--- src/rtl/simplerisc_pkg.sv ---
// Shared SimpleRISC constants and types used by the MEM stage.
// Latency: n/a (package only).
// Backpressure: n/a (package only).
package simplerisc_pkg;

    // Encoding of the pipeline bubble instruction.
    localparam logic [31:0] NOP_INSTR = 32'h6800_0000;

    // Major opcodes in instruction bits [31:27].
    localparam logic [4:0] OPC_LD = 5'b01110;
    localparam logic [4:0] OPC_ST = 5'b01111;

    typedef enum logic {
        IDLE = 1'b0,
        BUSY = 1'b1
    } mem_state_t;

    // Major opcode field of an instruction word.
    function automatic logic [4:0] opcode_of(input logic [31:0] instr);
        return instr[31:27];
    endfunction

endpackage

--- src/rtl/lsu_ctrl.sv ---
// Load/store request FSM: issues one req/ack data-memory access per ld/st, holds the request stable until ack.
// Latency: request in the issue cycle, completion no earlier than the following cycle (min 2 cycles per access).
// Backpressure: mem_stall is high from issue until the ack (or timeout abort) cycle; ack_take strobes completion.
// Optional feature macro: MEM_TIMEOUT_EN (BUSY abort after TIMEOUT_CYCLES cycles, sticky mem_err).
// Ports: clk/rst; is_ld/is_st/addr/wdata from the E-M buffer; dmem_* memory port; mem_stall, ack_take, mem_err.
module lsu_ctrl
    import simplerisc_pkg::*;
#(
    parameter int ADDR_W         = 32,
    parameter int DATA_W         = 32,
    parameter int TIMEOUT_CYCLES = 255
) (
    input  logic              clk,
    input  logic              rst,
    input  logic              is_ld,
    input  logic              is_st,
    input  logic [ADDR_W-1:0] addr,
    input  logic [DATA_W-1:0] wdata,
    input  logic              dmem_ack,
    output logic              dmem_req,
    output logic              dmem_we,
    output logic [ADDR_W-1:0] dmem_addr,
    output logic [DATA_W-1:0] dmem_wdata,
    output logic              mem_stall,
    output logic              ack_take,
    output logic              mem_err
);

    mem_state_t        state_q;
    mem_state_t        state_d;
    logic [ADDR_W-1:0] addr_q;
    logic [DATA_W-1:0] wdata_q;
    logic              we_q;
    logic              memop;
    logic              timeout_hit;
    logic              req_raw;
    logic              stall_raw;

    assign memop = is_ld | is_st;

    always_ff @(posedge clk or negedge rst) begin
        if (!rst) begin
            state_q <= IDLE;
            addr_q  <= '0;
            wdata_q <= '0;
            we_q    <= 1'b0;
        end else begin
            state_q <= state_d;
            if (state_q == IDLE && memop) begin
                addr_q  <= addr;
                wdata_q <= wdata;
                // ld+st together is resolved as a store.
                we_q    <= is_st;
            end
        end
    end

`ifdef MEM_TIMEOUT_EN
    localparam int CNT_W = ($clog2(TIMEOUT_CYCLES + 1) > 8) ? $clog2(TIMEOUT_CYCLES + 1) : 8;

    logic [CNT_W-1:0] cnt_q;
    logic             err_q;

    // Abort in the TIMEOUT_CYCLES-th BUSY cycle that still has no ack.
    assign timeout_hit = (state_q == BUSY) && !dmem_ack &&
                         (cnt_q == CNT_W'(TIMEOUT_CYCLES - 1));

    always_ff @(posedge clk or negedge rst) begin
        if (!rst) begin
            cnt_q <= '0;
            err_q <= 1'b0;
        end else begin
            // Held at zero in IDLE so every BUSY entry starts counting from 0.
            if (state_q == IDLE) begin
                cnt_q <= '0;
            end else if (!dmem_ack) begin
                cnt_q <= cnt_q + 1'b1;
            end
            if (timeout_hit) begin
                err_q <= 1'b1;
            end
        end
    end

    assign mem_err = err_q;
`else
    localparam int TIMEOUT_CYCLES_UNUSED = TIMEOUT_CYCLES;

    assign timeout_hit = 1'b0;
    assign mem_err     = 1'b0;
`endif

    always_comb begin
        state_d    = state_q;
        req_raw    = 1'b0;
        dmem_we    = 1'b0;
        dmem_addr  = '0;
        dmem_wdata = '0;
        stall_raw  = 1'b0;
        ack_take   = 1'b0;
        case (state_q)
            IDLE: begin
                // Acks seen in IDLE (including the request cycle) are ignored.
                if (memop) begin
                    req_raw    = 1'b1;
                    dmem_we    = is_st;
                    dmem_addr  = addr;
                    dmem_wdata = wdata;
                    stall_raw  = 1'b1;
                    state_d    = BUSY;
                end
            end
            BUSY: begin
                // Driven from the latch so the port cannot move while the ack is pending.
                req_raw    = 1'b1;
                dmem_we    = we_q;
                dmem_addr  = addr_q;
                dmem_wdata = wdata_q;
                if (dmem_ack) begin
                    ack_take = 1'b1;
                    state_d  = IDLE;
                end else if (timeout_hit) begin
                    state_d = IDLE;
                end else begin
                    stall_raw = 1'b1;
                end
            end
            default: begin
                state_d = IDLE;
            end
        endcase
    end

    // Gated by reset so the request drops the instant reset asserts,
    // even with a ld/st still presented on the inputs.
    assign dmem_req  = req_raw & rst;
    assign mem_stall = stall_raw & rst;

endmodule

--- src/rtl/memory_cycle.sv ---
// SimpleRISC MEM stage: runs ld/st through lsu_ctrl, registers the M-W buffer, sources EX forwarding values.
// Latency: 1 cycle for non-memory ops; 2+ cycles for ld/st (request cycle, then until ack).
// Backpressure: mem_stall freezes upstream while an access is outstanding; M-W buffer loads a bubble meanwhile.
// Optional feature macro: MEM_TIMEOUT_EN (timeout abort and sticky mem_err inside lsu_ctrl).
// Ports: E-M buffer inputs (*_M), dmem req/ack port, mem_stall, forwarding (data_M_E, memory_data_out), M-W buffer (*_W), mem_err.
module memory_cycle
    import simplerisc_pkg::*;
#(
    parameter int DATA_W         = 32,
    parameter int ADDR_W         = 32,
    parameter int TIMEOUT_CYCLES = 255
) (
    input  logic              clk,
    input  logic              rst,
    input  logic [31:0]       pc_M,
    input  logic [DATA_W-1:0] alu_result_M,
    input  logic [DATA_W-1:0] rd2_M,
    input  logic [31:0]       instruction_M,
    input  logic              isSt_M,
    input  logic              isLd_M,
    input  logic              isWb_M,
    input  logic              isCall_M,
    input  logic [3:0]        RD_M,
    input  logic [3:0]        ra_M,
    output logic              dmem_req,
    output logic              dmem_we,
    output logic [ADDR_W-1:0] dmem_addr,
    output logic [DATA_W-1:0] dmem_wdata,
    input  logic [DATA_W-1:0] dmem_rdata,
    input  logic              dmem_ack,
    output logic              mem_stall,
    output logic [DATA_W-1:0] data_M_E,
    output logic [DATA_W-1:0] memory_data_out,
    output logic [31:0]       pc_W,
    output logic [DATA_W-1:0] alu_result_W,
    output logic [DATA_W-1:0] ld_result_W,
    output logic [31:0]       instruction_W,
    output logic              isWb_W,
    output logic              isLd_W,
    output logic              isCall_W,
    output logic [3:0]        RD_W,
    output logic [3:0]        ra_W,
    output logic              mem_err
);

    logic ack_take;
    logic is_load;

    // A ld+st combination is a store, so it never returns load data.
    assign is_load = isLd_M & ~isSt_M;

    lsu_ctrl #(
        .ADDR_W         (ADDR_W),
        .DATA_W         (DATA_W),
        .TIMEOUT_CYCLES (TIMEOUT_CYCLES)
    ) u_lsu_ctrl (
        .clk        (clk),
        .rst        (rst),
        .is_ld      (isLd_M),
        .is_st      (isSt_M),
        .addr       (alu_result_M[ADDR_W-1:0]),
        .wdata      (rd2_M),
        .dmem_ack   (dmem_ack),
        .dmem_req   (dmem_req),
        .dmem_we    (dmem_we),
        .dmem_addr  (dmem_addr),
        .dmem_wdata (dmem_wdata),
        .mem_stall  (mem_stall),
        .ack_take   (ack_take),
        .mem_err    (mem_err)
    );

    // M-W buffer. While stalled it holds a bubble so the instruction still
    // sitting in MEM is written back exactly once, on its completion edge.
    always_ff @(posedge clk or negedge rst) begin
        if (!rst) begin
            pc_W          <= '0;
            alu_result_W  <= '0;
            ld_result_W   <= '0;
            instruction_W <= NOP_INSTR;
            isWb_W        <= 1'b0;
            isLd_W        <= 1'b0;
            isCall_W      <= 1'b0;
            RD_W          <= '0;
            ra_W          <= '0;
        end else if (mem_stall) begin
            instruction_W <= NOP_INSTR;
            isWb_W        <= 1'b0;
            isLd_W        <= 1'b0;
            isCall_W      <= 1'b0;
        end else begin
            pc_W          <= pc_M;
            alu_result_W  <= alu_result_M;
            ld_result_W   <= (ack_take && is_load) ? dmem_rdata : '0;
            instruction_W <= instruction_M;
            isWb_W        <= isWb_M;
            isLd_W        <= isLd_M;
            isCall_W      <= isCall_M;
            RD_W          <= RD_M;
            ra_W          <= ra_M;
        end
    end

    assign data_M_E        = alu_result_M;
    assign memory_data_out = ld_result_W;

endmodule
--- config.mk ---
export PLATFORM = sky130hd
export DESIGN_NAME = memory_cycle
export DESIGN_NICKNAME = d
export VERILOG_FILES = /design/src/rtl/simplerisc_pkg.sv /design/src/rtl/lsu_ctrl.sv /design/src/rtl/memory_cycle.sv
export SDC_FILE = /design/constraint.sdc
export NUM_CORES = 1
export LEC_CHECK = 0
export BUFFER_PORTS_ARGS = -buffer_cell sky130_fd_sc_hd__buf_4
export CORE_AREA = 2 2 174 176
export DETAILED_ROUTE_END_ITERATION = 10
export DIE_AREA = 0 0 176 178
export PLACE_DENSITY = 0.58
export SLEW_MARGIN = 20
export SYNTH_ARGS = -nofsm -noshare
export SYNTH_HDL_FRONTEND = slang
export SYNTH_HIERARCHICAL = 1
export SYNTH_SLANG_ARGS = --single-unit
--- constraint.sdc ---
create_clock -name clk -period 4.3 [get_ports clk]
set_input_delay 0.43 -clock clk [delete_from_list [all_inputs] [get_ports clk]]
set_output_delay 0.43 -clock clk [all_outputs]
set_load 0.03 [all_outputs]
[Word-level counts from Yosys, hierarchy flattened]
Cells that the tools add are included.
Storage, ports and cells
  RAM bits: 0
  memories kept: 0
  bits in registers: 205
  output and inout port bits: 271
  bits in latches: 0
  logic and storage cells: 38
  bits of input ports: 175
  memory bits (read-only): 0
Operators by class
  order comparisons: 0
  divide/modulo/power cells: 0
  mux-type cells: 17
  shift-type cells: 0
  add/subtract/negate cells: 0
  $mul: 0
  bitwise logic cells: 6
  eq/ne operators: 0
  reduce and logical (&&, ||, !) cells: 2
Operators by type and width (number)
  two-way mux 32 bit: 4
  one-hot mux 32 bit (2 select lines): 2
  two-way mux 1 bit: 8
  one-hot mux 1 bit (2 select lines): 3
  bitwise AND 1 bit: 3
  logical AND 1 bit: 2
  NOT 1 bit: 2
  bitwise OR 1 bit: 1

[Longest topological paths before layout]
  word-level depth: 5
  depth in mapped cells: 8

[Cells and area by module]
Netlist, hierarchy kept.
By module, submodules not included
  memory_cycle: instances 1, cells an instance 429, sequential area each 3482.1 µm², area an instance 5710.5 µm²
  lsu_ctrl: instances 1, cells an instance 231, sequential area each 1651.6 µm², area an instance 3469.6 µm²

[Least setup slack after synthesis]
No wires, ideal clock.
  kind: in2reg
  start: in isSt_M
  end: reg pc_W[10]
  path slack: 2.049 ns
  arrival: 2.126 ns
  library setup time: 0.125 ns
  cell stages on the path: 6
  data required time: 4.175 ns
  path through: o31a_1 nor2b_1 buf_6 buf_6 buf_6 mux2_4
On the way
  cells in the longest elaborated chain, start to end: 4
RTL lines
  start: declaration: line memory_cycle.sv:19  | input logic isSt_M,
  bitwise OR 1 bit: line lsu_ctrl.sv:39  | assign memop = is_ld | is_st;
  two-way mux 1 bit: line lsu_ctrl.sv:104  | if (memop) begin
  one-hot mux 1 bit (2 select lines): line lsu_ctrl.sv:101  | case (state_q)
  bitwise AND 1 bit: line lsu_ctrl.sv:137  | assign mem_stall = stall_raw & rst;
  net mem_stall: line memory_cycle.sv:31  | output logic mem_stall,
  end signal: assignment: line memory_cycle.sv:92  | pc_W <= pc_M;
  end: declaration: line memory_cycle.sv:34  | output logic [31:0] pc_W,
The timed path passes the listed nets, and every way through them passes these cells.
A chain may end at the register's enable or synchronous reset.

[Worst setup path in the final report]
  start: in rst
  end: out mem_stall
On the way
  cells in the longest elaborated chain, start to end: 1
RTL lines
  start: declaration: line memory_cycle.sv:14  | input logic rst,
  bitwise AND 1 bit: line lsu_ctrl.sv:137
  end: declaration: line memory_cycle.sv:31
Every way passes these cells.

==> flow_summary.json <==
{
  "crit_required_ns": 3.87,
  "io_pins": 446,
  "status": "completed",
  "synthFlopType": "dfrtp_1",
  "synth_edf_count": 0,
  "grt_usage": 0.153,
  "critPathKind": "input pin to primary output",
  "cpMostUsedCell": "buf_4",
  "critPathTopFamily": "buffers and inverters",
  "maxCapViolCount": 0,
  "layout-area-overhead-vs-synth_pct": 42.7,
  "internal-power_mw": 4.32,
  "gr-total-overflow": 0,
  "skew_ns": 0.00974,
  "num_vias": 6388,
  "cts.sinks": 205,
  "pwr-share-seq": 0.370,
  "crit_buf_inv": 4,
  "p_comb_frac": 0.295,
  "yosysWarnings": 6,
  "io_buffers": 444,
  "rsz0062_at_grt": "false",
  "hp-class": "input pin to flop",
  "grt_max_degree": 109,
  "yosysSeqAreaShare": 0.559,
  "layout_commonest_cell": "buf_4",
  "tightest_slew_ns": 0.910,
  "p_leak_nw": 6.56,
  "p_per_area_nw_per_um2": 477,
  "p_switching_mw": 1.93,
  "synth_nets": 835,
  "clockBufferDepth": 3,
  "drt_iter0_markers": 229,
  "firstDrtPassIters": 4,
  "slew_headroom": 0.393,
  "numCtsBuffers": 24,
  "synth_cells": 660,
  "start_kind": "input pin",
  "root_buffer": "clkbuf_16",
  "peakVddDrop_mv": 0.275,
  "antennaDiodeCount": 0,
  "slew_violations": 0,
  "dp_hpwl_mm": 17.7,
  "path_cells": "dlygate4sd3_1 > clkbuf_8 > o31a_1 > nor2b_4 > buf_4 > buf_4",
  "cts_tree": "done",
  "path_clk_slew_ns": 0.06,
  "synth_cell_type_count": 28,
  "fin_hold_ws_ns": 0.114,
  "worstSkewPairLatency_ns": 0.51,
  "critPathArrivalTime_ns": 2.48,
  "dieArea_um2": 31300,
  "min_period_ns": 2.91,
  "timing.setup.tns_ns": 0,
  "die_x_um": 176,
  "gp_congestion": 0.765,
  "fp.coreArea_um2": 29400,
  "netlist_area_um2": 9180,
  "nNetsFinal": 1207,
  "grt_pass1_wl_mm": 37.8,
  "vias_per_cell": 4.44,
  "wl_per_cell_um": 17.6,
  "max_stage_delay_ns": 0.54,
  "synth_area_per_cell_um2": 13.9,
  "antenna_found_initial": 0,
  "ant_nets": 0,
  "start_util": 0.312,
  "drc": 0,
  "final_cell_mix": "buf_4, dfrtp_1, mux2_4",
  "drive_gt1_frac": 0.604,
  "fin_util": 0.446,
  "p_total_mw": 6.25,
  "drt_wl_total_mm": 25.3,
  "ctsHtreeMaxLevel": 1,
  "fmax_mhz": 343,
  "switching_share": 0.309,
  "synth-seq-cells": 205,
  "die_h_um": 178,
  "setup_violations": 0,
  "p_clk_frac": 0.334,
  "row_count": 63,
  "end_kind": "primary output",
  "grt_pass1_vias": 6436,
  "reg2reg_slack_ns": 1.89,
  "finalCritPeriodShare": 0.678,
  "path_max_fanout": 75,
  "hold_viol_final": 0,
  "postSynth.asyncResetShare": 1.00,
  "cpMaxStageDelayCell": "dlygate4sd3_1"
}
state kept, by name, summed over array words and instances (netlist names), 4 cells and up:
register,count
pc_W,32
alu_result_W,32
u_lsu_ctrl/addr_q,32
instruction_W,32
ld_result_W,32
RD_W,4
u_lsu_ctrl/wdata_q,32
ra_W,4
power by group through the flow:
stage | clock [mW] | sequential, mW | combinational, mW
finish | 2.09 | 2.32 | 1.85
global route | 2.27 | 2.35 | 1.96
CTS | 2.17 | 2.31 | 1.88
detailed placement | 0 | 2.34 | 1.87
global placement | 0 | 2.34 | 1.86
floorplan | 0 | 2.54 | 0.995
layer usage:
metal / share of wire / up-vias / routed length, um / GRT usage
met2: 0.50 / 291 / 12600 / 0.267
met3: 0.089 / 30 / 2240 / 0.0501
li1: - / 2945 / - / -
met1: 0.40 / 3122 / 10000 / 0.185
met4: 0.017 / 0 / 421 / 0.0334
met5: 0 / - / 0 / 0
cells by family (layout without fill, tap and decap cells):
family	Yosys count	in the layout	synth area share
AO/OA/AOI/OAI	100	100	0.0831
buffers and inverters	110	500	0.0924
flip-flops	205	205	0.559
multiplexers	136	136	0.201
other	1	1	0.000408
AND/OR/NAND/NOR	108	108	0.0641
timing repair:
| action | in CTS | in global routing |
|---|---|---|
| hold buffers | 1 | 0 |
| setup buffers | 0 | 0 |
| endpoints found under the hold margin | 72 | 0 |
| gates resized for setup | 0 | 0 |
| endpoints found under the setup margin | 0 | 0 |
per-stage QoR:
step                      setup slack (ns)  std cells  instance area [um^2]
after floorplan                       2.05        660                  9180
after global placement                1.79       1395                 12300
after detailed placement              1.79       1395                 12300
after CTS                             1.35       1440                 13100
after global routing                  1.24       1440                 13100
final                                 1.39       1440                 13100
worst reg2reg max path: stages, from the launching register on:
cell	delay (ns)
dfrtp_2	0.35
buf_4	0.60
o31a_1	0.24
nor2b_4	0.20
buf_4	0.47
mux2_2	0.44
worst paths after layout:
check / startpoint / to / cells after the start
max in group asynchronous: rst / pc_W[30] / 3
setup / recovery: rst / mem_stall / 6
hold reg to reg: u_lsu_ctrl/addr_q[30] / u_lsu_ctrl/addr_q[30] / 1
min in group asynchronous: rst / alu_result_W[25] / 2
setup reg to reg: u_lsu_ctrl/state_q / alu_result_W[17] / 5
hold / removal: instruction_M[29] / instruction_W[29] / 2
synthesized netlist by cell type, types with 2 or more instances:
cell type | instances | area share
buf_6 | 7 | 0.0086
mux2_1 | 4 | 0.0049
nand2b_1 | 33 | 0.022
clkbuf_1 | 8 | 0.0033
buf_2 | 18 | 0.0098
a22o_1 | 64 | 0.061
buf_1 | 2 | 0.00082
dfrtp_1 | 202 | 0.55
or2_2 | 3 | 0.0020
buf_4 | 67 | 0.055
o21ai_0 | 32 | 0.017
mux2_4 | 83 | 0.14
buf_12 | 6 | 0.013
nor2b_1 | 34 | 0.023
mux2_2 | 49 | 0.060
nand2_1 | 34 | 0.014
dfstp_2 | 3 | 0.0086
area by class of cell:
cell class                      count  area [um^2]
Timing Repair Buffer              455         3450
Fill cell                        2743        16300
Multi-Input combinational cell    345         3210
Inverter                            1         3.75
Clock inverter                     10          129
Tap cell                          390          488
Clock buffer                       34          689
Sequential cell                   205         5130
(Power assumes the default switching activity.)
